$ cat config.mk
export PLATFORM = sky130hd
export DESIGN_NAME = unidade_controle_jogo
export DESIGN_NICKNAME = d
export VERILOG_FILES = /design/src/rtl/unidade_controle_jogo.sv
export SDC_FILE = /design/constraint.sdc
export NUM_CORES = 1
export LEC_CHECK = 0
export ABC_CLOCK_PERIOD_IN_PS = 2170
export CAP_MARGIN = 0
export CELL_PAD_IN_SITES_DETAIL_PLACEMENT = 1
export CELL_PAD_IN_SITES_GLOBAL_PLACEMENT = 1
export CORE_UTILIZATION = 30
export DETAILED_ROUTE_END_ITERATION = 16
export PLACE_DENSITY = 0.77
export SYNTH_ARGS = -nofsm -noshare
export SYNTH_HDL_FRONTEND = slang
export SYNTH_SLANG_ARGS = --single-unit
$ cat constraint.sdc
create_clock -name clock -period 2.17 [get_ports clock]
set_input_delay 0.3255 -clock clock [delete_from_list [all_inputs] [get_ports clock]]
set_output_delay 0.3255 -clock clock [all_outputs]
set_load 0.1 [all_outputs]
$ cat src/rtl/unidade_controle_jogo.sv
`default_nettype none
// ===========================================================================
// unidade_controle_jogo : Moore control FSM for the memory-game datapath.
// Optional ESPERA timeout enabled by defining UC_TIMEOUT_EN.  Rev 1.0
// ===========================================================================
module unidade_controle_jogo #(
  parameter int TIMEOUT_CYCLES = 5000,
  parameter int TO_WIDTH       = 13
) (
  input  logic       clock,
  input  logic       reset,
  input  logic       iniciar,
  input  logic       jogada,
  input  logic       igual,
  input  logic       fim,
  output logic       zeraC,
  output logic       contaC,
  output logic       zeraR,
  output logic       registraR,
  output logic       pronto,
  output logic       acertou,
  output logic       errou,
  output logic       timeout,
  output logic [3:0] db_estado
);

  typedef enum logic [3:0] {
    INICIAL     = 4'h0,
    PREPARA     = 4'h1,
    ESPERA      = 4'h2,
    REGISTRA    = 4'h4,
    COMPARA     = 4'h5,
    PROXIMO     = 4'h6,
`ifdef UC_TIMEOUT_EN
    FIM_TIMEOUT = 4'hD,
`endif
    FIM_ACERTO  = 4'hA,
    FIM_ERRO    = 4'hE
  } state_t;

  state_t state;
  state_t next;

  generate
    if (TIMEOUT_CYCLES < 2 || (64'(1) << TO_WIDTH) <= 64'(TIMEOUT_CYCLES)) begin : g_param_check
      $error("unidade_controle_jogo: TIMEOUT_CYCLES must be >= 2 and fit in TO_WIDTH bits");
    end
  endgenerate

`ifdef UC_TIMEOUT_EN
  logic [TO_WIDTH-1:0] to_cnt;
  logic                timeout_hit;

  assign timeout_hit = (to_cnt == TO_WIDTH'(TIMEOUT_CYCLES - 1));

  // Counter is held at zero outside ESPERA, so every entry starts from 0.
  always_ff @(posedge clock or posedge reset) begin
    if (reset) begin
      to_cnt <= '0;
    end else if (state != ESPERA) begin
      to_cnt <= '0;
    end else if (!timeout_hit) begin
      to_cnt <= to_cnt + 1'b1;
    end
  end
`endif

  always_comb begin
    next = INICIAL;
    case (state)
      INICIAL:  next = iniciar ? PREPARA : INICIAL;
      PREPARA:  next = ESPERA;
      ESPERA: begin
        if (jogada) begin
          next = REGISTRA;
`ifdef UC_TIMEOUT_EN
        end else if (timeout_hit) begin
          next = FIM_TIMEOUT;
`endif
        end else begin
          next = ESPERA;
        end
      end
      REGISTRA: next = COMPARA;
      // A miss outranks end of memory.
      COMPARA: begin
        if (!igual)   next = FIM_ERRO;
        else if (fim) next = FIM_ACERTO;
        else          next = PROXIMO;
      end
      PROXIMO:  next = ESPERA;
`ifdef UC_TIMEOUT_EN
      FIM_TIMEOUT: next = iniciar ? PREPARA : FIM_TIMEOUT;
`endif
      FIM_ACERTO: next = iniciar ? PREPARA : FIM_ACERTO;
      FIM_ERRO:   next = iniciar ? PREPARA : FIM_ERRO;
      default:    next = INICIAL;
    endcase
  end

  // Outputs are decoded from the next state so they line up with the state register.
  always_ff @(posedge clock or posedge reset) begin
    if (reset) begin
      state     <= INICIAL;
      zeraC     <= 1'b0;
      contaC    <= 1'b0;
      zeraR     <= 1'b0;
      registraR <= 1'b0;
      pronto    <= 1'b0;
      acertou   <= 1'b0;
      errou     <= 1'b0;
    end else begin
      state     <= next;
      zeraC     <= (next == PREPARA);
      contaC    <= (next == PROXIMO);
      zeraR     <= (next == PREPARA);
      registraR <= (next == REGISTRA);
      acertou   <= (next == FIM_ACERTO);
`ifdef UC_TIMEOUT_EN
      pronto    <= (next == FIM_ACERTO) || (next == FIM_ERRO) || (next == FIM_TIMEOUT);
      errou     <= (next == FIM_ERRO) || (next == FIM_TIMEOUT);
`else
      pronto    <= (next == FIM_ACERTO) || (next == FIM_ERRO);
      errou     <= (next == FIM_ERRO);
`endif
    end
  end

`ifdef UC_TIMEOUT_EN
  always_ff @(posedge clock or posedge reset) begin
    if (reset) timeout <= 1'b0;
    else       timeout <= (next == FIM_TIMEOUT);
  end
`else
  assign timeout = 1'b0;
`endif

  assign db_estado = state;

endmodule
`default_nettype wire
### Yosys cells after proc, flatten, opt, wreduce, memory -nomap -nowiden

Cells that the tools add are included.

* output and inout bits: 12
* memories kept: 0
* bits in read-only memories: 0
* input port bits: 6
* bits in latches: 0
* memory bits (writable): 0
* flip-flop bits (word level): 10
* logic and storage cells: 29

* shifts and indexed selects: 0
* bitwise gates (word level): 0
* reductions and logical operators: 3
* eq/ne operators: 12
* add/subtract/negate cells: 0
* $lt $le $gt $ge: 0
* multiplexer cells: 7
* multiply operators: 0
* divide/modulo/power cells: 0

Operators with widths (count)
* $pmux 4 s7: 1
* $eq 4x3->1 const B: 5
* $eq 4x4->1 const B: 4
* $mux 4: 4
* $eq 4x1->1 const B: 2
* $eq 4x2->1 const B: 1
* $logic_not 4->1: 1
* $mux 3: 1
* $reduce_or 2->1: 1
* $logic_or 1x1->1: 1
* $mux 1: 1

### Depth between registers and ports, before layout

* word-level depth: 5
* depth in mapped cells: 5
* gate-level depth less buffers: 5

### Least setup slack after synthesis

No wires, ideal clock.

* path kind: reg-to-reg
* from: reg state[1], in the netlist db_estado[1]
* to: reg contaC
* period minus slack after synthesis: 1923 ps
* slack: 247 ps
* setup time: 120 ps
* cell stages (with the launch flop): 5
* data required time: 2050 ps
* arrival: 1804 ps
* cells stage by stage: dfrtp_1 > nor2_2 > and3_4 > a221o_1 > and3_1

* word-level cells in the longest chain between the ends: 4
* elaborated cells on any way between the ends: 11
* classes of those cells: 8 x eq/ne; 1 x mux; 2 x reduce/logical

Ends and longest elaborated chain
* from (decl): RTL line 41 `state_t state;`
* from (signal assigned): RTL line 113 `state <= next;`
* $eq 4x3->1 or $eq 4x1->1 (tied branches): RTL line 70 `case (state)`
* $reduce_or 2->1 (no source line)
* $pmux 4 s7 *: RTL line 70
* via next[2]: RTL line 42 `state_t next;`
* $eq 4x3->1 *: RTL line 115 `contaC <= (next == PROXIMO);`
* to (signal assigned): RTL line 115
* to (decl): RTL line 17 `output logic contaC,`

Mark *: on every way through the listed nets, which the timed path passes. The rest lies on a longest branch.

### Final worst setup path

* from: reg state[3], in the netlist db_estado[3]
* to: out db_estado[3]

RTL lines
* to (decl): RTL line 24 `output logic [3:0] db_estado`

No word-level cell between the ends.

==> flow_summary.toml <==
[status]
outcome = "completed"

[critical_path]
critical_path.slowest_cell = "dfrtp_1"
reg2reg_to = "errou"
critPathBufInv = 1
critPathTopFamily = "flip-flops"
worstPathMaxFanout = 8
cp.required_ns = 1.84
arrival_ns = 1.12
worstPathCellList = "buf_4"
r2r_setup_slack_ns = 0.73
cpPeakStageDelay_ns = 0.51
crit_type = "flip-flop to primary output"
r2r_cells = 5
startpoint_type = "flip-flop"
reg2reg_from = "db_estado[3]"
end_kind = "primary output"

[floorplan]
fp.dieArea_um2 = 1600
die_y_um = 40.0
initial_core_util = 0.330
rows = 13
ios = 18
die_x_um = 40.0
core_um2 = 1320

[timing]
hold_violations = 0
rsz0062_at_grt = "no"
clock_skew_ns = 0.000553
slew_violations = 0
min_period_ns = 1.45
fmax_mhz = 691
fin_crit_sh = 0.667
setup_viol = 0
worst_slack_ns = 0.722
setup-tns-final_ns = 0

[route]
dr_total_vias = 341
drt-pass1-iter-count = 4
drcViolationCount = 0
viasPerCell = 4.67
final_antenna_net_count = 0
wl_um = 934
drtIter0Drc = 3
wl_per_cell_um = 12.8

[grt]
antenna_found_initial = 0
track_usage = 0.146
globalRouteOverflowTotal = 0
grt_max_degree = 11
grt_pass1_wl_um = 1440
grt_pass1_vias = 312

[min_path]
hold_path.class = "primary input to asynchronous set/reset pin"

[synth]
syn_nets = 46
syn_area_per_cell_um2 = 10.9
synth_fa_ha_area_frac = 0
yosysTopAreaCell = "dfrtp_1"
synth_seq_cells = 10
synth_seq_area_share = 0.576
yosysMostFrequentCell = "dfrtp_1"
ys.flop_type = "dfrtp_1"
synthSimpleGateAreaFrac = 0.245
synth_area_um2 = 434
synth_top_family_by_area = "simple AND/OR/NAND/NOR gates"
synth-compound-area-share = 0.110
synth_common_cells = "10 x dfrtp_1, 3 x a21oi_1, 3 x inv_1, 3 x nor3_1"
synth.distinct_cells = 21
synth-async-reset-ratio = 1.00
synth_top_area_frac = 0.576
synth_mux_area_frac = 0
yosysWarnings = 0
synth_xor_area_frac = 0
synthesis.instances = 40
synth_edf_count = 0
yosys-top-cells-area = "dfrtp_1 58%, a21oi_1 3.5%, nor3_1 3.5%"

[finish]
diodes = 0
area_delta_synth_final_pct = 39.8
layout.nets = 65
final_layout_size_suffix_gt1_frac = 0.328

[clock_tree]
clkLatencyLatePin_ns = 0.26
cts_resized = 0
root_buffer = "clkbuf_4"
cts_tree = "yes"
clock-sinks = 10
cts_max_path_buffers = 2
cts_buffers = 3
post_cts_buffers = 0
htreeDepth = 1
cts_hold_buf = 0
clk_pin_slew_ns = 0.07

[place]
hpwl_um = 701
place_ws_ns = 0.501
place.port_buffers = 16
gp_congestion = 0.794

[flow_run]
drv_cap = 0
==> flip-flops by register name, indices dropped and copies added, names as in the netlist <==
| name | count |
|---|---|
| errou | 1 |
| registraR | 1 |
| acertou | 1 |
| pronto | 1 |
| zeraR | 1 |
| contaC | 1 |
| db_estado | 4 |
==> layout make-up <==
type,instances,area (µm²)
inverter,3,11.3
multi-input combinational,25,158
fill,160,711
clock buffer,4,36.3
tap,15,18.8
timing repair buffer,16,133
sequential,10,250
==> how the worst max path moves through the flow <==
| stage | slack [ns] | cells past startpoint | from | to |
|---|---|---|---|---|
| after floorplan | 0.25 | 4 | db_estado[1] | contaC |
| after global placement | 0.57 | 5 | jogada | errou |
| after detailed placement | 0.50 | 5 | iniciar | errou |
| after CTS | 0.69 | 5 | db_estado[3] | errou |
| after global routing | 0.55 | 5 | db_estado[3] | errou |
| final | 0.72 | 1 | db_estado[3] | db_estado[3] |
==> placed cells by master, fill, tap and decap left out <==
cell	n
o21bai_1	1
inv_1	3
and3_4	1
o21ai_0	1
nand3_1	1
clkdlybuf4s50_1	5
clkbuf_4	3
dfrtp_1	10
nor3b_2	1
nor2b_1	2
nor2_2	1
nor3_1	3
and3_1	1
and2_1	1
a21oi_1	3
buf_4	11
a211o_2	1
conb_1	1
nand2b_1	2
clkbuf_8	1
nand2_1	2
nor2_1	1
a221o_1	1
nor3b_1	1
==> through the flow <==
step	cells	area, µm²	util	hold slack [ns]
6_report	73	607	0.461	0.332
3_3_place_gp	69	571	0.433	0.565
4_1_cts	73	607	0.461	0.349
2_1_floorplan	40	434	-	0.166
5_1_grt	73	607	0.461	0.365
3_5_place_dp	69	571	0.433	0.582
==> cells by family after synthesis <==
logic type	count (synthesis)
AO/OA/AOI/OAI	7
other	1
flip-flops	10
buffers and inverters	5
AND/OR/NAND/NOR	17
==> layer usage <==
layer | part of all wire | track usage | vias up | routed length, µm
met2 | 0.49 | 0.210 | 13 | 461
li1 | - | - | 169 | -
met5 | 0 | 0 | - | 0
met1 | 0.45 | 0.191 | 159 | 416
met4 | 0 | 0.103 | 0 | 0
met3 | 0.061 | 0.0333 | 0 | 57
Power is left out: the tool's default activity adds up to more than one toggle a clock period on the data nets, which glitch-free logic cannot reach.
